### src/rtl/soc_system_pio_gen.sv
`timescale 1ns/1ps
`default_nettype none
// ============================================================================
// Module  : soc_system_pio_gen
// Brief   : Avalon-MM GPIO bank: per-bit direction, set/clear, edge capture, IRQ.
// Revision: 1.0 - initial release
// ============================================================================
module soc_system_pio_gen #(
    parameter int                    DATA_WIDTH  = 16,
    parameter logic [DATA_WIDTH-1:0] RESET_VALUE = '0,
    parameter int                    EDGE_TYPE   = 0
) (
    input  logic                  clk,
    input  logic                  reset,
    input  logic [2:0]            address,
    input  logic                  chipselect,
    input  logic                  read_n,
    input  logic                  write_n,
    input  logic [31:0]           writedata,
    output logic [31:0]           readdata,
    input  logic [DATA_WIDTH-1:0] in_port,
    output logic [DATA_WIDTH-1:0] out_port,
    output logic [DATA_WIDTH-1:0] oe,
    output logic                  irq
);

    localparam logic [2:0] c_ADDR_DATA    = 3'd0;
    localparam logic [2:0] c_ADDR_DIR     = 3'd1;
    localparam logic [2:0] c_ADDR_IRQMASK = 3'd2;
    localparam logic [2:0] c_ADDR_EDGECAP = 3'd3;
    localparam logic [2:0] c_ADDR_OUTSET  = 3'd4;
    localparam logic [2:0] c_ADDR_OUTCLR  = 3'd5;

    logic [DATA_WIDTH-1:0] r_data_out;
    logic [DATA_WIDTH-1:0] r_dir;
    logic [DATA_WIDTH-1:0] r_irq_mask;
    logic [DATA_WIDTH-1:0] r_edge_cap;
    logic [DATA_WIDTH-1:0] r_s1;
    logic [DATA_WIDTH-1:0] r_sync;
    logic [DATA_WIDTH-1:0] r_prev;
    logic [31:0]           r_readdata;

    logic                  w_wr;
    logic                  w_rd;
    logic [DATA_WIDTH-1:0] w_wd;
    logic [DATA_WIDTH-1:0] w_edge;
    logic [DATA_WIDTH-1:0] w_clr;
    logic [DATA_WIDTH-1:0] w_rd_val;
    logic [31:0]           w_rd_word;

    assign w_wr = chipselect & ~write_n;
    assign w_rd = chipselect & ~read_n;
    assign w_wd = writedata[DATA_WIDTH-1:0];

    generate
        if (DATA_WIDTH < 32) begin : g_wd_upper
            logic w_unused_wd;
            assign w_unused_wd = ^writedata[31:DATA_WIDTH];
        end
    endgenerate

    generate
        if (EDGE_TYPE == 0) begin : g_rise
            assign w_edge = r_sync & ~r_prev;
        end else if (EDGE_TYPE == 1) begin : g_fall
            assign w_edge = ~r_sync & r_prev;
        end else begin : g_any
            assign w_edge = r_sync ^ r_prev;
        end
    endgenerate

    assign w_clr = (w_wr && address == c_ADDR_EDGECAP) ? w_wd : '0;

    always_comb begin
        w_rd_val = '0;
        case (address)
            c_ADDR_DATA:    w_rd_val = (r_dir & r_data_out) | (~r_dir & r_sync);
            c_ADDR_DIR:     w_rd_val = r_dir;
            c_ADDR_IRQMASK: w_rd_val = r_irq_mask;
            c_ADDR_EDGECAP: w_rd_val = r_edge_cap;
            default:        w_rd_val = '0;
        endcase
    end

    always_comb begin
        w_rd_word                 = '0;
        w_rd_word[DATA_WIDTH-1:0] = w_rd_val;
    end

    always_ff @(posedge clk) begin
        if (reset) begin
            r_data_out <= RESET_VALUE;
            r_dir      <= '0;
            r_irq_mask <= '0;
            r_edge_cap <= '0;
            r_s1       <= '0;
            r_sync     <= '0;
            r_prev     <= '0;
            r_readdata <= '0;
        end else begin
            r_s1       <= in_port;
            r_sync     <= r_s1;
            r_prev     <= r_sync;
            // New edges are OR-ed in after the clear so a coincident edge survives.
            r_edge_cap <= (r_edge_cap & ~w_clr) | w_edge;
            if (w_wr) begin
                case (address)
                    c_ADDR_DATA:    r_data_out <= w_wd;
                    c_ADDR_DIR:     r_dir      <= w_wd;
                    c_ADDR_IRQMASK: r_irq_mask <= w_wd;
                    c_ADDR_OUTSET:  r_data_out <= r_data_out | w_wd;
                    c_ADDR_OUTCLR:  r_data_out <= r_data_out & ~w_wd;
                    default:        ;
                endcase
            end
            if (w_rd) begin
                r_readdata <= w_rd_word;
            end
        end
    end

    assign readdata = r_readdata;
    assign out_port = r_data_out;
    assign oe       = r_dir;
    assign irq      = |(r_edge_cap & r_irq_mask);

endmodule
`default_nettype wire

### config.mk
export PLATFORM = sky130hd
export DESIGN_NAME = soc_system_pio_gen
export DESIGN_NICKNAME = d
export VERILOG_FILES = /design/src/rtl/soc_system_pio_gen.sv
export SDC_FILE = /design/constraint.sdc
export NUM_CORES = 1
export LEC_CHECK = 0
export CORE_AREA = 4 4 180 129
export DETAILED_ROUTE_END_ITERATION = 8
export DIE_AREA = 0 0 184 133
export PLACE_DENSITY = 0.49
export SYNTH_ARGS = -nofsm -noshare
export SYNTH_HDL_FRONTEND = slang
export SYNTH_SLANG_ARGS = --single-unit
### constraint.sdc
create_clock -name clk -period 1.32 [get_ports clk]
set_clock_uncertainty 0.05 [all_clocks]
set_input_delay 0.132 -clock clk [delete_from_list [all_inputs] [get_ports clk]]
set_output_delay 0.132 -clock clk [all_outputs]
set_load 0.005 [all_outputs]
Word-level counts from Yosys, hierarchy flattened
Index checks and enable logic that the tools add are counted.
W data, S select, Z words.
{ "totals": {"reg_bits": 128, "latch_bits": 0, "ram_bits": 0, "mem_bits_ro": 0, "in_bits": 56, "elab_cells": 40, "mem_count": 0} }
{ "op_classes": {"add_sub_neg": 0, "n_mul": 0, "div": 0, "n_lt_le_gt_ge": 0, "n_eq_ne": 5, "shifts": 0, "muxes": 3, "bitwise": 17, "n_reduce_logical": 7} }
{ "ops": {"columns": ["op", "n"], "rows": [
  ["$and A16 B16 Y16", 6],
  ["$not A16 Y16", 4],
  ["$pmux W16 S4", 1],
  ["$or A16 B16 Y16", 3],
  ["$pmux W16 S3", 1],
  ["$mux W16", 1],
  ["$reduce_or A16 Y1", 1],
  ["$eq A3 B2 Y1 const B", 2],
  ["$eq A3 B3 Y1 const B", 2],
  ["$reduce_and A2 Y1", 3],
  ["$eq A3 B1 Y1 const B", 1],
  ["$logic_not A3 Y1", 1],
  ["$reduce_bool A3 Y1", 1],
  ["$and A1 B1 Y1", 2],
  ["$not A1 Y1", 2],
  ["$logic_and A1 B1 Y1", 1]
]} }

Longest topological paths before layout
{ "depth": {"depth_word": 7, "depth_mapped": 7, "mapped_depth_nobuf": 3} }

Least setup slack after synthesis
No wires, ideal clock.
{ "synth_path": {"path_type": "input to register", "startpoint": "input port address[0]", "endpoint": "register r_readdata[10] (netlist: readdata[10])", "arrival_time_ns": 1.291, "setup_slack_ns": -0.081, "path_stages": 5, "n_path_buf": 2, "path_cell_list": "buf_6 -> buf_6 -> or3b_2 -> a2111oi_2 -> a221o_1"} }
{ "synth_between": {"elab_chain_cells": 2, "word_cells_on_any_way": 5, "classes_between": "eq/ne: 3; mux: 1; reduce/logical: 1"} }
{ "synth_lines": {"columns": ["item", "line", "rtl"], "rows": [
  ["start: declaration", "15", "input logic [2:0] address,"],
  ["$eq A3 B2 Y1, or another cell as far along", "76", "case (address)"],
  ["$pmux W16 S4 *", "76", null],
  ["end signal: assignment", "117", "r_readdata <= w_rd_word;"],
  ["end: declaration", "41", "logic [31:0] r_readdata;"]
]} }
Mark *: on every way between the ends. The rest lies on a longest branch, timed or not.
A chain may end at the register's enable or synchronous reset.

Worst setup path in the final report
{ "layout_path": {"startpoint": "register r_edge_cap[2]", "endpoint": "output port irq"} }
{ "layout_between": {"elab_chain_cells": 2} }
{ "layout_lines": {"columns": ["item", "line", "rtl"], "rows": [
  ["start: declaration", "37", "logic [DATA_WIDTH-1:0] r_edge_cap;"],
  ["start signal: assignment", "105", "r_edge_cap <= (r_edge_cap & ~w_clr) | w_edge;"],
  ["$and A16 B16 Y16", "125", "assign irq = |(r_edge_cap & r_irq_mask);"],
  ["$reduce_or A16 Y1", "125", null],
  ["end: declaration", "24", "output logic irq"]
]} }
No other way between the ends.

==> reports/metrics.yaml <==
outcome:
  outcome: "finished, violations left"
  failed_checks: "negative setup slack"
die:
  die-area_mm2: 0.0245
  start_util: 0.247
  fp.dieW_um: 184
  io_pins: 121
  fp.coreArea_mm2: 0.0215
  row_count: 45
  dieHeight_um: 133
sta:
  fmax_mhz: 597
  worstMarginPinSlew_ns: 0.659
  max_slew_margin: 0.561
  finalCriticalPeriod_ns: 1.67
  finalHoldViolations: 0
  setup_viol: 9
  drv_slew: 0
  rsz0062_at_grt: "true"
  setup_tns_ns: -0.539
  hold_slack_ns: 0.138
  fin_crit_sh: 1.27
  finalWorstSetupSlack_ns: -0.354
cts:
  htree_num_levels: 4
  clock-sinks: 128
  clockRootBuffer: "clkbuf_16"
  hold_buffers: 0
  clock_latency_ns: 0.42
  cts_tree: "built"
  numCtsBuffers: 17
  clkTransAtPathRegs_ns: 0.05
  clk_path_buf_depth: 2
global_routing:
  antenna_found_initial: 1
  grt_start_max_net_pins: 60
  grtUsageTotal: 0.163
  grt_first_pass_wirelength_um: 30200
  overflow: 0
  grt_pass1_vias: 4955
synth:
  synth.distinct_cells: 31
  synth_area_mm2: 0.00531
  synth-seq-cells: 128
  netlist_top_cells_count: "128 x dfxtp_1, 50 x nor2b_1, 49 x a21oi_1"
  syn_area_per_cell_um2: 9.82
  synth-async-reset-ratio: 0
  ys_seq_area_frac: 0.483
  ys_warn_count: 0
  synth_top_area_frac: 0.483
  syn_inst: 540
  ys.flop_type: "dfxtp_1"
  synth.most_common_cell: "dfxtp_1"
  yosys.area.top_type: "dfxtp_1"
  synth_edf_count: 0
  netlist_top_cells_area: "dfxtp_1 48%, nor2b_1 5.9%, a21oi_1 4.6%, o21ai_0 4.5%, a22o_1 3.3%"
pwr:
  p_sw_mw: 2.35
  p_int_mw: 7.37
  ir_drop_uv: 702
  clkPwrFrac: 0.471
  p_comb_frac: 0.111
  seqPwrFrac: 0.418
  p_leak_nw: 3.34
  swShare: 0.242
  power_density_mw_per_mm2: 1140
cells_and_area:
  seq_area_mm2: 0.00263
  multiInputGateArea_mm2: 0.00274
  fin_cells: 1042
  final_core_util: 0.398
  synthToLayoutAreaGrowth_pct: 61.3
  nets: 804
  n_fill_cell: 2098
  drive_gt1_frac: 0.388
  antenna_cells: 0
worst_setup_path:
  crit_start: "r_edge_cap[2]"
  critPathCaptureType: "output pin"
  required_ns: 1.14
  critical_path_class: "reg2out"
  cp_max_fo: 2
  regToRegStartpoint: "oe[7]"
  worst_setup_path_start_kind: "register"
  worstPathArrival_ns: 1.49
place:
  dp_cells: 992
  io_buffers: 88
  place_hpwl_um: 14500
  place.gp.congestion: 0.871
hold_path:
  hold_class: "in2reg"
  worstHoldStart: "reset"
job:
  maxCapViolCount: 0
routing:
  drt-total-wl_um: 20900
  vias_per_cell: 4.89
  post_drt_wl_per_cell_um: 20.1
  via_count: 5095
  ant_nets: 0
  firstDrtPassIters: 5
  drtIter0Drc: 367
  drc: 0
==> kinds of logic after synthesis <==
| kind of cell | after synthesis | share of synthesized area |
|---|---|---|
| xor gates and xnor gates | 1 | 0.00307 |
| other | 1 | 0.000707 |
| DFF | 128 | 0.483 |
| and+or+nand+nor | 126 | 0.157 |
| AOI/OAI and AO/OA | 201 | 0.279 |
| buffers and inverters | 83 | 0.0778 |
==> repair_timing <==
action | in CTS | in global routing
endpoints found under the setup margin | 124 | 41
pin swaps | 15 | 4
setup buffers | 11 | 2
gates cloned | 2 | 4
hold endpoints to repair | 0 | 0
resized for setup | 156 | 21
==> cells in the final DEF (no fill, tap or decap), types with 3 or more instances in the layout <==
cell type and n:
o211ai_1 16, a31o_2 16, nor2b_1 49, a221o_1 16, a32o_1 16, dfxtp_1 79
o21ai_0 34, inv_1 18, conb_1 16, dfxtp_2 47, a2111oi_4 16, o21ai_1 13
buf_2 3, clkdlybuf4s15_1 16, clkbuf_16 21, clkinv_2 4, buf_12 10, clkdlybuf4s50_1 32
a21oi_1 48, nand3_1 32, a22o_1 19, buf_6 7, dlygate4sd2_1 35, buf_4 127
or3b_4 16, nand2b_1 19
==> layer usage <==
layer / GRT usage / routed length [um] / vias up
met5: 0 / 20 / -
met3: 0.0434 / 1700 / 26
li1: - / - / 2391
met2: 0.226 / 8660 / 238
met1: 0.247 / 10300 / 2438
met4: 0.0402 / 214 / 2
==> flip-flops by register name, summed over array words and instances, names as in the netlist <==
name,count
oe,16
r_irq_mask,16
r_s1,16
r_edge_cap,16
readdata,16
out_port,16
r_prev,16
r_sync,16
==> cell type report <==
type,count,share of cell area
multi-input combinational,345,0.320
sequential,128,0.307
timing repair buffer,238,0.257
clock buffer,21,0.0538
tap,282,0.0412
clock inverter,10,0.0132
inverter,18,0.00789
==> worst max-delay path, cell delays in order, from the launching register on <==
cell and delay, ns:
dfxtp_2 0.34, a22o_4 0.27, a221oi_4 0.17, nand4_1 0.13, buf_2 0.16
==> through the flow <==
step	power (mW)	worst slack [ns]	area, um2
final	9.72	-0.354	8560
after CTS	9.72	-0.395	8400
after global routing	10.0	-0.423	8560
after global placement	5.08	-0.657	7490
after detailed placement	5.10	-0.673	7490
after floorplan	4.55	-0.0685	5550
==> path summary, 6_finish.rpt <==
path	endpoint	cells past startpoint	slack (ns)
max	irq	4	-0.35
min	r_sync[15]	3	0.14
max reg2reg	readdata[7]	4	-0.07
min reg2reg	r_sync[4]	1	0.39
==> power by group through the flow <==
| stage | sequential, mW | combinational (mW) | clock, mW |
|---|---|---|---|
| floorplan | 4.10 | 0.446 | 0 |
| global placement | 4.13 | 0.954 | 0 |
| detailed placement | 4.13 | 0.965 | 0 |
| CTS | 4.05 | 1.03 | 4.63 |
| global route | 4.07 | 1.14 | 4.80 |
| finish | 4.06 | 1.08 | 4.58 |
(Power assumes the default switching activity.)
